**config.mk**
```make
export PLATFORM = sky130hd
export DESIGN_NAME = uart_tx_serializer
export DESIGN_NICKNAME = d
export VERILOG_FILES = /design/src/rtl/uart_pkg.sv /design/src/rtl/uart_tx_fifo.sv /design/src/rtl/uart_tx_serializer.sv
export SDC_FILE = /design/constraint.sdc
export NUM_CORES = 1
export LEC_CHECK = 0
export BUFFER_PORTS_ARGS = -buffer_cell sky130_fd_sc_hd__buf_2
export CORE_MARGIN = 1.5
export CORE_UTILIZATION = 41
export CTS_CLUSTER_SIZE = 10
export DETAILED_ROUTE_END_ITERATION = 10
export PLACE_DENSITY = 0.69
export SYNTH_ARGS = -nofsm -noshare
export SYNTH_HDL_FRONTEND = slang
export SYNTH_SLANG_ARGS = --single-unit
```
**constraint.sdc**
```tcl
create_clock -name i_clock -period 6.4 [get_ports i_clock]
set_input_delay 0.96 -clock i_clock [delete_from_list [all_inputs] [get_ports i_clock]]
set_output_delay 0.96 -clock i_clock [all_outputs]
set_load 0.05 [all_outputs]
```
**src/rtl/uart_pkg.sv**
```systemverilog
// Shared UART definitions: TX FSM state encoding and frame constants.
package uart_pkg;

    typedef enum logic [2:0] {
        ST_IDLE   = 3'd0,
        ST_START  = 3'd1,
        ST_DATA   = 3'd2,
        ST_PARITY = 3'd3,
        ST_STOP   = 3'd4
    } uart_state_e;

    localparam logic        UART_IDLE_LEVEL = 1'b1;
    localparam int unsigned UART_DATA_BITS  = 8;
    localparam int unsigned UART_BIT_CNT_W  = $clog2(UART_DATA_BITS);

endpackage

```
**src/rtl/uart_tx_fifo.sv**
```systemverilog
// Synchronous byte FIFO for the UART transmitter; a level counter separates
// full from empty so the pointers can wrap freely.
module uart_tx_fifo #(
    parameter int unsigned DEPTH = 8,
    parameter int unsigned WIDTH = 8
) (
    input  logic                     i_clock,
    input  logic                     i_reset,
    input  logic                     push_i,
    input  logic                     pop_i,
    input  logic [WIDTH-1:0]         wdata_i,
    output logic [WIDTH-1:0]         rdata_o,
    output logic                     full_o,
    output logic                     empty_o,
    output logic [$clog2(DEPTH):0]   level_o
);

    localparam int unsigned PTR_W = $clog2(DEPTH);
    localparam int unsigned LVL_W = PTR_W + 1;

    logic [WIDTH-1:0] mem_q [DEPTH];
    logic [PTR_W-1:0] wr_ptr_q, wr_ptr_d;
    logic [PTR_W-1:0] rd_ptr_q, rd_ptr_d;
    logic [LVL_W-1:0] level_q, level_d;
    logic             do_push;
    logic             do_pop;

    assign full_o  = (level_q == LVL_W'(DEPTH));
    assign empty_o = (level_q == '0);
    assign do_push = push_i && !full_o;
    assign do_pop  = pop_i && !empty_o;
    assign rdata_o = mem_q[rd_ptr_q];
    assign level_o = level_q;

    always_comb begin
        wr_ptr_d = wr_ptr_q;
        rd_ptr_d = rd_ptr_q;
        level_d  = level_q;
        if (do_push) wr_ptr_d = wr_ptr_q + PTR_W'(1);
        if (do_pop)  rd_ptr_d = rd_ptr_q + PTR_W'(1);
        if (do_push && !do_pop) level_d = level_q + LVL_W'(1);
        if (do_pop && !do_push) level_d = level_q - LVL_W'(1);
    end

    always_ff @(posedge i_clock) begin
        if (i_reset) begin
            wr_ptr_q <= '0;
            rd_ptr_q <= '0;
            level_q  <= '0;
        end else begin
            wr_ptr_q <= wr_ptr_d;
            rd_ptr_q <= rd_ptr_d;
            level_q  <= level_d;
        end
    end

    // Storage needs no reset: the level counter gates every read.
    always_ff @(posedge i_clock) begin
        if (do_push) mem_q[wr_ptr_q] <= wdata_i;
    end

endmodule

```
**src/rtl/uart_tx_serializer.sv**
```systemverilog
// 8N1 UART transmitter with an internal byte FIFO, LSB first.
// Define UART_TX_PARITY_EN to insert an even-parity bit between DATA and STOP.
module uart_tx_serializer
    import uart_pkg::*;
#(
    parameter int unsigned CLK_DIV    = 16,
    parameter int unsigned FIFO_DEPTH = 8
) (
    input  logic                          i_clock,
    input  logic                          i_reset,
    input  logic [7:0]                    i_tx_data,
    input  logic                          i_tx_valid,
    output logic                          o_tx_ready,
    output logic                          o_txd,
    output logic                          o_busy,
    output logic [$clog2(FIFO_DEPTH):0]   o_fifo_level
);

    localparam int unsigned BAUD_W = $clog2(CLK_DIV);
    localparam int unsigned BIT_W  = UART_BIT_CNT_W;

    uart_state_e                state_q, state_d;
    logic [BAUD_W-1:0]          baud_q, baud_d;
    logic [BIT_W-1:0]           bit_q, bit_d;
    logic [UART_DATA_BITS-1:0]  shift_q, shift_d;
    logic                       txd_q, txd_d;
`ifdef UART_TX_PARITY_EN
    logic                       parity_q, parity_d;
`endif

    logic                       fifo_pop;
    logic                       fifo_full;
    logic                       fifo_empty;
    logic [UART_DATA_BITS-1:0]  fifo_rdata;
    logic                       baud_end;

    uart_tx_fifo #(
        .DEPTH (FIFO_DEPTH),
        .WIDTH (UART_DATA_BITS)
    ) u_fifo (
        .i_clock (i_clock),
        .i_reset (i_reset),
        .push_i  (i_tx_valid),
        .pop_i   (fifo_pop),
        .wdata_i (i_tx_data),
        .rdata_o (fifo_rdata),
        .full_o  (fifo_full),
        .empty_o (fifo_empty),
        .level_o (o_fifo_level)
    );

    assign baud_end   = (baud_q == BAUD_W'(CLK_DIV - 1));
    assign o_tx_ready = !fifo_full;
    assign o_txd      = txd_q;
    assign o_busy     = (state_q != ST_IDLE) || !fifo_empty;

    always_ff @(posedge i_clock) begin
        if (i_reset) begin
            state_q  <= ST_IDLE;
            baud_q   <= '0;
            bit_q    <= '0;
            shift_q  <= '0;
            txd_q    <= UART_IDLE_LEVEL;
`ifdef UART_TX_PARITY_EN
            parity_q <= 1'b0;
`endif
        end else begin
            state_q  <= state_d;
            baud_q   <= baud_d;
            bit_q    <= bit_d;
            shift_q  <= shift_d;
            txd_q    <= txd_d;
`ifdef UART_TX_PARITY_EN
            parity_q <= parity_d;
`endif
        end
    end

    always_comb begin
        state_d  = state_q;
        baud_d   = baud_q + BAUD_W'(1);
        bit_d    = bit_q;
        shift_d  = shift_q;
        fifo_pop = 1'b0;
`ifdef UART_TX_PARITY_EN
        parity_d = parity_q;
`endif

        case (state_q)
            ST_IDLE: begin
                baud_d = '0;
                if (!fifo_empty) begin
                    fifo_pop = 1'b1;
                    shift_d  = fifo_rdata;
`ifdef UART_TX_PARITY_EN
                    parity_d = ^fifo_rdata;
`endif
                    state_d  = ST_START;
                end
            end
            ST_START: begin
                if (baud_end) begin
                    baud_d  = '0;
                    bit_d   = '0;
                    state_d = ST_DATA;
                end
            end
            ST_DATA: begin
                if (baud_end) begin
                    baud_d = '0;
                    if (bit_q == BIT_W'(UART_DATA_BITS - 1)) begin
`ifdef UART_TX_PARITY_EN
                        state_d = ST_PARITY;
`else
                        state_d = ST_STOP;
`endif
                    end else begin
                        bit_d   = bit_q + BIT_W'(1);
                        shift_d = shift_q >> 1;
                    end
                end
            end
`ifdef UART_TX_PARITY_EN
            ST_PARITY: begin
                if (baud_end) begin
                    baud_d  = '0;
                    state_d = ST_STOP;
                end
            end
`endif
            ST_STOP: begin
                if (baud_end) begin
                    baud_d = '0;
                    // Back-to-back frames: reload straight into START with no idle gap.
                    if (!fifo_empty) begin
                        fifo_pop = 1'b1;
                        shift_d  = fifo_rdata;
`ifdef UART_TX_PARITY_EN
                        parity_d = ^fifo_rdata;
`endif
                        state_d  = ST_START;
                    end else begin
                        state_d  = ST_IDLE;
                    end
                end
            end
            default: begin
                baud_d  = '0;
                state_d = ST_IDLE;
            end
        endcase

        // The line register follows the state being entered, so o_txd changes on the transition edge.
        case (state_d)
            ST_START:  txd_d = 1'b0;
            ST_DATA:   txd_d = shift_d[0];
`ifdef UART_TX_PARITY_EN
            ST_PARITY: txd_d = parity_d;
`endif
            default:   txd_d = UART_IDLE_LEVEL;
        endcase
    end

endmodule

```
# == After elaboration in Yosys (flattened, before gate mapping) ==
# Memory sizes are Yosys's and may differ from the RTL's. A register that Yosys moved wholly into a read port is not among the register bits.
# Cells that the tools add are included.
# op_classes
add_sub_neg,6
n_eq_ne,12
n_mux,26
bitwise,1
reduce_logical,19
# ops
op,n
2-to-1 mux 8 bit,4
2-to-1 mux 3 bit,10
one-hot mux 8 bit (3 select lines),1
one-hot mux 3 bit (4 select lines),1
adder 3 x 1 -> 3 bit (second input constant),3
adder 4 x 1 -> 4 bit (second input constant),2
equality test 4 bit (second input constant),2
2-to-1 mux 4 bit,2
!= test 2 bit (second input constant),4
AND reduction 4 bit,2
equality test 3 x 1 -> 1 bit (second input constant),2
equality test 3 x 2 -> 1 bit (second input constant),2
equality test 3 bit (second input constant),2
one-hot mux 3 bit (2 select lines),1
nonzero test 3 bit,2
OR reduction 3 bit,2
2-to-1 mux 1 bit,5
logical AND 1 bit,4
zero test 1 bit,4
zero test 4 bit,1
one-hot mux 1 bit (2 select lines),2
nonzero test 2 bit,2
subtractor 4 x 1 -> 4 bit (second input constant),1
zero test 3 bit,1
other kinds (2),2
# word_totals
ff_bits,29
ram_bits,64
inputBits,11
output_inout_bits,7
wordCells,74
n_memories,1
# mem_list
memory,depth,width,rd,rd_ports_with_merged_regs,wr,line,source
u_fifo.mem_q,8,8,1,1,1,uart_tx_fifo.sv:21,logic [WIDTH-1:0] mem_q [DEPTH];

# == Longest topological paths before layout ==
# Gate-level depths: netlist of run 1.
# depth
depth_word,9
mapped_depth,11
mapped_depth_nobuf,10

# == Modules after synthesis ==
# Synthesis of run 1 repeated with hierarchy kept, for this count alone.
# hier_totals
hier_cells,263
hier_area_um2,4071.4
# modules_own_cells
module,n_inst,cells_each,area_each_um2
uart_tx_fifo,1,167,3150.5
uart_tx_serializer,1,96,920.9

# == Least setup slack after synthesis of run 1 ==
# No wires, ideal clock.
# synth_timing
path_type,flip-flop to flip-flop
from,register u_fifo.level_q[1] (netlist: u_fifo.level_o[1])
to,register u_fifo.level_q[2] (netlist: u_fifo.level_o[2])
setup_time_ns,0.071
arrival_time_ns,2.997
required_time_ns,6.329
path_slack_ns,3.332
path_stages_with_launch,12
period_less_slack_ns,3.068
cell_sequence,dfxtp_1 > buf_2 > or4b_1 > clkbuf_1 > nand2_2 > ha_1 > xor2_1 > ha_1 > a21oi_1 > xor2_1 > or3_1 > a21oi_1
# synth_between
elab_cells_between_ends,18
classes_between,add/sub: 2; eq/ne: 1; mux: 5; reduce/logical: 10
# synth_lines
element,line,source
start: declaration,uart_tx_fifo.sv:24,"logic [LVL_W-1:0] level_q, level_d;"
start signal: assignment,uart_tx_fifo.sv:53,level_q <= level_d;
equality test 4 bit *,uart_tx_fifo.sv:28,assign full_o = (level_q == LVL_W'(DEPTH));
zero test 1 bit *,n/a,
named net o_tx_ready,uart_tx_serializer.sv:13,"output logic o_tx_ready,"
logical AND 1 bit *,uart_tx_fifo.sv:30,assign do_push = push_i && !full_o;
zero test 1 bit,uart_tx_fifo.sv:42,if (do_pop && !do_push) level_d = level_q - LVL_W'(1);
logical AND 1 bit,uart_tx_fifo.sv:42,
2-to-1 mux 4 bit or nonzero test 2 bit (tied branches),n/a,
# Mark *: on every way through the listed nets, which the timed path passes. The rest lies on a longest branch. The select of a mux whose other input is x is not followed.
# A chain may end at the register's enable or synchronous reset.

# == Worst setup path after layout of run 1 ==
# layout_timing
from,register u_fifo.level_q[1] (netlist: u_fifo.level_o[1])
to,output o_busy
# layout_between
elab_chain_len,3
# layout_lines
element,line,source
zero test 4 bit,uart_tx_fifo.sv:29,assign empty_o = (level_q == '0);
zero test 1 bit,uart_tx_serializer.sv:55,assign o_busy = (state_q != ST_IDLE) || !fifo_empty;
logical OR 1 bit,uart_tx_serializer.sv:55,
end: declaration,uart_tx_serializer.sv:15,"output logic o_busy,"
# No other way between the ends.

==> flow_metrics.env, run 1 <==
export IMPL_status="finished, final reports clean"
export IMPL_synth_edff_count=64
export IMPL_crit_chain="or4_1 -> or3_1 -> buf_2"
export IMPL_power_density_nw_per_um2=401
export IMPL_synth_top_cell_area_share_pct=47.6
export IMPL_drive_gt1_share_pct=20.9
export IMPL_holdPathEnd="baud_q[0]"
export IMPL_vias=2314
export IMPL_synth_area_per_cell_um2=14.4
export IMPL_maxCapViolations=0
export IMPL_grt_pass1_wl_um=11700
export IMPL_post_cts_buffers=0
export IMPL_synth_distinct_cells=52
export IMPL_clock_skew_ns=0.0136
export IMPL_slew_viol_final=0
export IMPL_dr_pass1_iters=4
export IMPL_tritoncts="built"
export IMPL_finalHoldViolCount=0
export IMPL_seq_area_frac_synth_pct=63.4
export IMPL_grt_pass1_vias=2255
export IMPL_slew_limit_headroom_pct=24.8
export IMPL_holdBufCountCts=0
export IMPL_netlist_instances=281
export IMPL_drt_iter0_markers=100
export IMPL_reg2reg_from="baud_q[0]"
export IMPL_initial_core_util_pct=41.7
export IMPL_setup_violations=0
export IMPL_reg2reg_to="u_fifo.level_o[2]"
export IMPL_fmax_mhz=326
export IMPL_ys_top_cells_by_count="64 x edfxtp_1, 32 x dfxtp_1, 17 x nor2_1"
export IMPL_synth_cell_area_um2=4040
export IMPL_coreArea_um2=9680
export IMPL_r2r_cells=10
export IMPL_cp_arrival_ns=2.11
export IMPL_clk_pin_slew_ns=0.10
export IMPL_holdPathStages=1
export IMPL_fp_row_count=36
export IMPL_htreeDepth=3
export IMPL_hold_slack_ns=0.465
export IMPL_min_period_over_period_pct=48.0
export IMPL_path_class="flop to primary output"
export IMPL_hp_class="flop to flop"
export IMPL_n_antenna_cell=0
export IMPL_pin_count=18
export IMPL_yosys_area_top_type="edfxtp_1"
export IMPL_rsz0062_at_grt="no"
export IMPL_hpwl_um=4680
export IMPL_drt_wl_total_um=7240
export IMPL_grt_start_max_net_pins=29
export IMPL_cts_buffer_depth=2
export IMPL_io_buffers=17
export IMPL_tns_ns=0
export IMPL_crit_buf_inv=1
export IMPL_critPathMaxStageDelay_ns=0.72
export IMPL_crit_family="simple AND/OR/NAND/NOR gates"
export IMPL_antenna_found_initial=0
export IMPL_critPathRequiredTime_ns=5.44
export IMPL_ys_warn_count=0
export IMPL_clk_latency_ns=0.36
export IMPL_root_buffer="clkbuf_8"
export IMPL_die_y_um=102
export IMPL_globalplace_congestion=0.753
export IMPL_syn_nets=300
export IMPL_ys_ff_latch=96
export IMPL_worst_pin_slew_ns=1.13
export IMPL_clkSinkCount=96
export IMPL_postRouteAntennaNets=0
export IMPL_crit_path_max_fanout=10
export IMPL_worstSetupEndpointType="primary output"
export IMPL_synth_most_common_cell="edfxtp_1"
export IMPL_grt_total_usage_pct=15.4
export IMPL_final_min_clock_period_ns=3.07
export IMPL_slowest_stage="or4_1"
export IMPL_nets=315
export IMPL_cts_resized=0
export IMPL_p_leak_nw=1.49
export IMPL_numCtsBuffers=9
export IMPL_reg2reg_slack_ns=3.44
export IMPL_grt_overflow_total=0
export IMPL_vias_per_cell=5.33
export IMPL_drc=0
export IMPL_async_reset_ff_share_pct=0
export IMPL_vdd_drop_max_v=0.000199
export IMPL_ys_flop_type="edfxtp_1"
export IMPL_startpoint_type="flop"
export IMPL_wire_per_inst_um=16.7
export IMPL_synth_area_top_cells="edfxtp_1 48%, dfxtp_1 16%, mux4_2 8.9%"
export IMPL_die_w_um=102
export IMPL_area_delta_synth_final_pct=10.4
export IMPL_die_area_um2=10500
export IMPL_hp_start="baud_q[0]"
==> state kept, by name, indices dropped and copies added (netlist names), named ones only <==
signal,cells
state_q,3
u_fifo.mem_q,64
u_fifo.wr_ptr_q,3
o_txd,1
baud_q,4
u_fifo.level_o,4
bit_q,3
shift_q,8
u_fifo.rd_ptr_q,3
==> metal layers <==
layer	track usage, %	wire length, um	up-vias
met5	0	0	-
met4	4.95	78	0
met3	4.79	322	6
met2	25.3	3540	46
met1	19.4	3300	1140
li1	-	-	1122
==> cell type report <==
| class | count | area (um^2) |
|---|---|---|
| Fill cell | 846 | 5220 |
| Sequential cell | 96 | 2560 |
| Multi-Input combinational cell | 167 | 1400 |
| Tap cell | 133 | 166 |
| Clock buffer | 9 | 124 |
| Timing Repair Buffer | 19 | 100 |
| Clock inverter | 7 | 95.1 |
| Inverter | 3 | 11.3 |
==> how the worst max path moves through the flow <==
stage	endpoint	slack (ns)	depth (start not counted)	startpoint
2_1_floorplan	u_fifo.level_o[2]	3.33	11	u_fifo.level_o[1]
3_3_place_gp	u_fifo.level_o[2]	3.58	10	baud_q[0]
3_5_place_dp	u_fifo.level_o[2]	3.45	10	baud_q[0]
4_1_cts	o_busy	3.29	3	u_fifo.level_o[1]
5_1_grt	o_busy	3.18	3	u_fifo.level_o[1]
6_report	o_busy	3.33	3	u_fifo.level_o[1]
==> metrics by stage <==
step                      setup slack (ns)  utilization (%)  cells  area [um^2]  power, mW
after floorplan                       3.33                -    281         4040       1.26
after global placement                3.58             43.8    418         4240       1.37
after detailed placement              3.45             43.8    418         4240       1.38
after CTS                             3.29             46.1    434         4460       1.81
after global routing                  3.18             46.1    434         4460       1.90
final                                 3.33             46.1    434         4460       1.79
==> worst reg2reg max path, cell delays in order, from the launching register on <==
cell and delay [ns]:
dfxtp_1 0.37, ha_1 0.23, nand3_2 0.36, a211oi_4 0.61, ha_1 0.33, xor2_1 0.18, ha_1 0.16, a21oi_1 0.05
xor2_1 0.16, or3_1 0.31, a21oi_1 0.14
==> placed cells by master (no fill, tap or decap), types with 2 or more instances in the layout <==
cell       count
a21oi_1       12
dfxtp_1       32
inv_6          3
nor3b_1        2
nand3b_1       4
nor2_1        17
nand2_1        8
o21ai_1        8
a2bb2oi_1      6
ha_1           8
inv_8          2
nand3_1        6
o21ai_0        8
or3b_1         2
clkbuf_8       9
edfxtp_1      64
mux2i_1        2
xnor2_1        2
mux2_2         2
nor3_2         3
or3_1          3
nor2b_1        4
buf_2         17
inv_1          3
buf_4          2
or4b_1         2
xor2_1         6
nor3_1         3
nand2b_1       8
o22ai_1       12
mux4_2        16
==> logic make-up (layout without fill, tap and decap cells) <==
group,Yosys count,after routing,share of synthesized area (%)
compound gates,57,57,9.23
buf+inv,18,38,2.23
mux,21,21,10.2
flops,96,96,63.4
xor+xnor,8,8,1.73
fa+ha+maj,8,8,2.48
simple gates,73,73,10.7
==> power breakdown <==
group	total, mW	internal, mW	switching [mW]
clock network	0.424	0.194	0.230
registers	0.826	0.738	0.0883
logic	0.541	0.236	0.305
total	1.79	1.17	0.623
No activity file was read; power rests on OpenSTA's default activity.
==> run 2, diff against run 1 <==
--- a/config.mk
+++ b/config.mk
@@ -10,7 +10,7 @@
 export CORE_UTILIZATION = 41
 export CTS_CLUSTER_SIZE = 10
 export DETAILED_ROUTE_END_ITERATION = 10
-export PLACE_DENSITY = 0.69
+export PLACE_DENSITY = 0.71
 export SYNTH_ARGS = -nofsm -noshare
 export SYNTH_HDL_FRONTEND = slang
 export SYNTH_SLANG_ARGS = --single-unit
==> constraint.sdc (replaced) <==
create_clock -name i_clock -period 2.65 [get_ports i_clock]
set_input_delay 0.3975 -clock i_clock [delete_from_list [all_inputs] [get_ports i_clock]]
set_output_delay 0.3975 -clock i_clock [all_outputs]
set_load 0.05 [all_outputs]
==> flow_metrics.env, run 2 (synthesis results as in run 1) <==
export IMPL_vias=2342
export IMPL_drive_gt1_share_pct=24.0
export IMPL_n_antenna_cell=0
export IMPL_final_cell_mix="64 x edfxtp_1, 29 x dfxtp_1, 17 x nor2_1, 17 x buf_2, 16 x mux4_2"
export IMPL_status="finished, final reports clean"
export IMPL_maxCapViolations=0
export IMPL_reg2reg_slack_ns=0.16
export IMPL_slew_limit_headroom_pct=57.7
export IMPL_pin_count=18
export IMPL_cts_resized=0
export IMPL_postRouteAntennaNets=0
export IMPL_area_delta_synth_final_pct=11.9
export IMPL_final_area_um2=4520
export IMPL_holdBufCountCts=0
export IMPL_hp_class="input pin to flop"
export IMPL_globalplace_congestion=0.810
export IMPL_critPathRequiredTime_ns=2.25
export IMPL_fillers=855
export IMPL_grt_total_usage_pct=15.9
export IMPL_die_area_um2=10500
export IMPL_grt_overflow_total=0
export IMPL_regMostFlops="u_fifo.mem_q"
export IMPL_final_min_clock_period_ns=2.53
export IMPL_die_y_um=102
export IMPL_largest_reg_flops=64
export IMPL_clkSinkCount=96
export IMPL_slew_viol_final=0
export IMPL_setup_violations=0
export IMPL_path_class="flop to primary output"
export IMPL_worstSetupEndpointType="primary output"
export IMPL_fmax_mhz=396
export IMPL_drt_wl_total_um=7500
export IMPL_io_buffers=17
export IMPL_hpwl_um=4880
export IMPL_grt_start_max_net_pins=29
export IMPL_nets=326
export IMPL_clock_skew_ns=0.0103
export IMPL_p_leak_nw=1.52
export IMPL_min_period_over_period_pct=95.4
export IMPL_crit_family="simple AND/OR/NAND/NOR gates"
export IMPL_cp_arrival_ns=2.13
export IMPL_post_cts_buffers=0
export IMPL_power_density_nw_per_um2=961
export IMPL_mostFrequentLayoutCell="edfxtp_1"
export IMPL_dr_pass1_iters=4
export IMPL_numCtsBuffers=9
export IMPL_initial_core_util_pct=41.7
export IMPL_worst_pin_slew_ns=0.631
export IMPL_largestRegisters="u_fifo.mem_q: 64 flops, shift_q: 8 flops"
export IMPL_antenna_found_initial=0
export IMPL_wire_per_inst_um=16.9
export IMPL_finalPower_mw=4.35
export IMPL_vias_per_cell=5.26
export IMPL_crit_path_max_fanout=10
export IMPL_root_buffer="clkbuf_8"
export IMPL_finalHoldViolCount=0
export IMPL_coreArea_um2=9680
export IMPL_crit_buf_inv=1
export IMPL_cts_buffer_depth=2
export IMPL_htreeDepth=3
export IMPL_drt_iter0_markers=144
export IMPL_tritoncts="built"
export IMPL_critPathMaxStageDelay_ns=0.72
export IMPL_tns_ns=0
export IMPL_rsz0062_at_grt="no"
export IMPL_die_w_um=102
export IMPL_grt_pass1_vias=2327
export IMPL_dpl_cell_area_um2=4320
export IMPL_clk_latency_ns=0.36
export IMPL_fp_row_count=36
export IMPL_drc=0
export IMPL_slowest_stage="or4_1"
export IMPL_crit_chain="or4_1 -> or3_1 -> buf_2"
export IMPL_vdd_drop_max_v=0.000470
export IMPL_startpoint_type="flop"
export IMPL_grt_pass1_wl_um=12200
export IMPL_clk_pin_slew_ns=0.10
==> run 2: changes by cell type in the layout (fill, tap and decap cells not counted), sizes merged <==
cell | previous run | this run
buf | 19 | 30
clkinv | 1 | 2
clkinvlp | 0 | 3
inv | 8 | 4
==> run 2: worst register-to-register path: stages (launching register included) <==
cell and delay [ns]:
dfxtp_2 0.39, or4b_1 0.62, nand2_2 0.20, ha_2 0.25
xor2_1 0.16, ha_1 0.16, a21oi_1 0.05, xor2_1 0.15
or3_1 0.31, a21oi_1 0.14
==> run 2: path summary, 6_finish.rpt <==
| check | from | to | cells after the start |
|---|---|---|---|
| setup / recovery | u_fifo.level_o[1] | o_busy | 3 |
| hold / removal | i_tx_data[4] | u_fifo.mem_q[4][4] | 1 |
| setup reg to reg | u_fifo.level_o[1] | u_fifo.level_o[2] | 9 |
| hold reg to reg | baud_q[0] | baud_q[0] | 1 |
==> run 2: stage by stage <==
| stage | setup WS, ns | hold WS, ns | cells | utilization, % |
|---|---|---|---|---|
| after floorplan | 0.0135 | 0.418 | 281 | - |
| after global placement | 0.248 | 0.431 | 429 | 44.6 |
| after detailed placement | 0.188 | 0.448 | 429 | 44.6 |
| after CTS | 0.104 | 0.290 | 445 | 46.7 |
| after global routing | 0.0159 | 0.305 | 445 | 46.7 |
| final | 0.123 | 0.309 | 445 | 46.7 |
==> run 2: layer usage <==
layer	global-route usage, %	part of all wire [%]
met1	21.4	47
met2	26.0	49
met3	3.35	2.9
met4	4.74	0.73
met5	0	0
==> run 2: power breakdown <==
| group | total (mW) | switching (mW) | internal [mW] |
|---|---|---|---|
| clock network | 0.981 | 0.535 | 0.446 |
| logic | 1.42 | 0.807 | 0.611 |
| registers | 1.95 | 0.161 | 1.79 |
| total | 4.35 | 1.50 | 2.84 |
==> run 2: final cells by class <==
cell class	instances	area (um^2)	share of cell area, %
clock inverter	7	81.3	1.80
timing repair buffer	30	183	4.04
multi-input combinational	167	1390	30.8
inverter	3	11.3	0.249
clock buffer	9	124	2.74
tap	133	166	3.68
sequential	96	2570	56.7
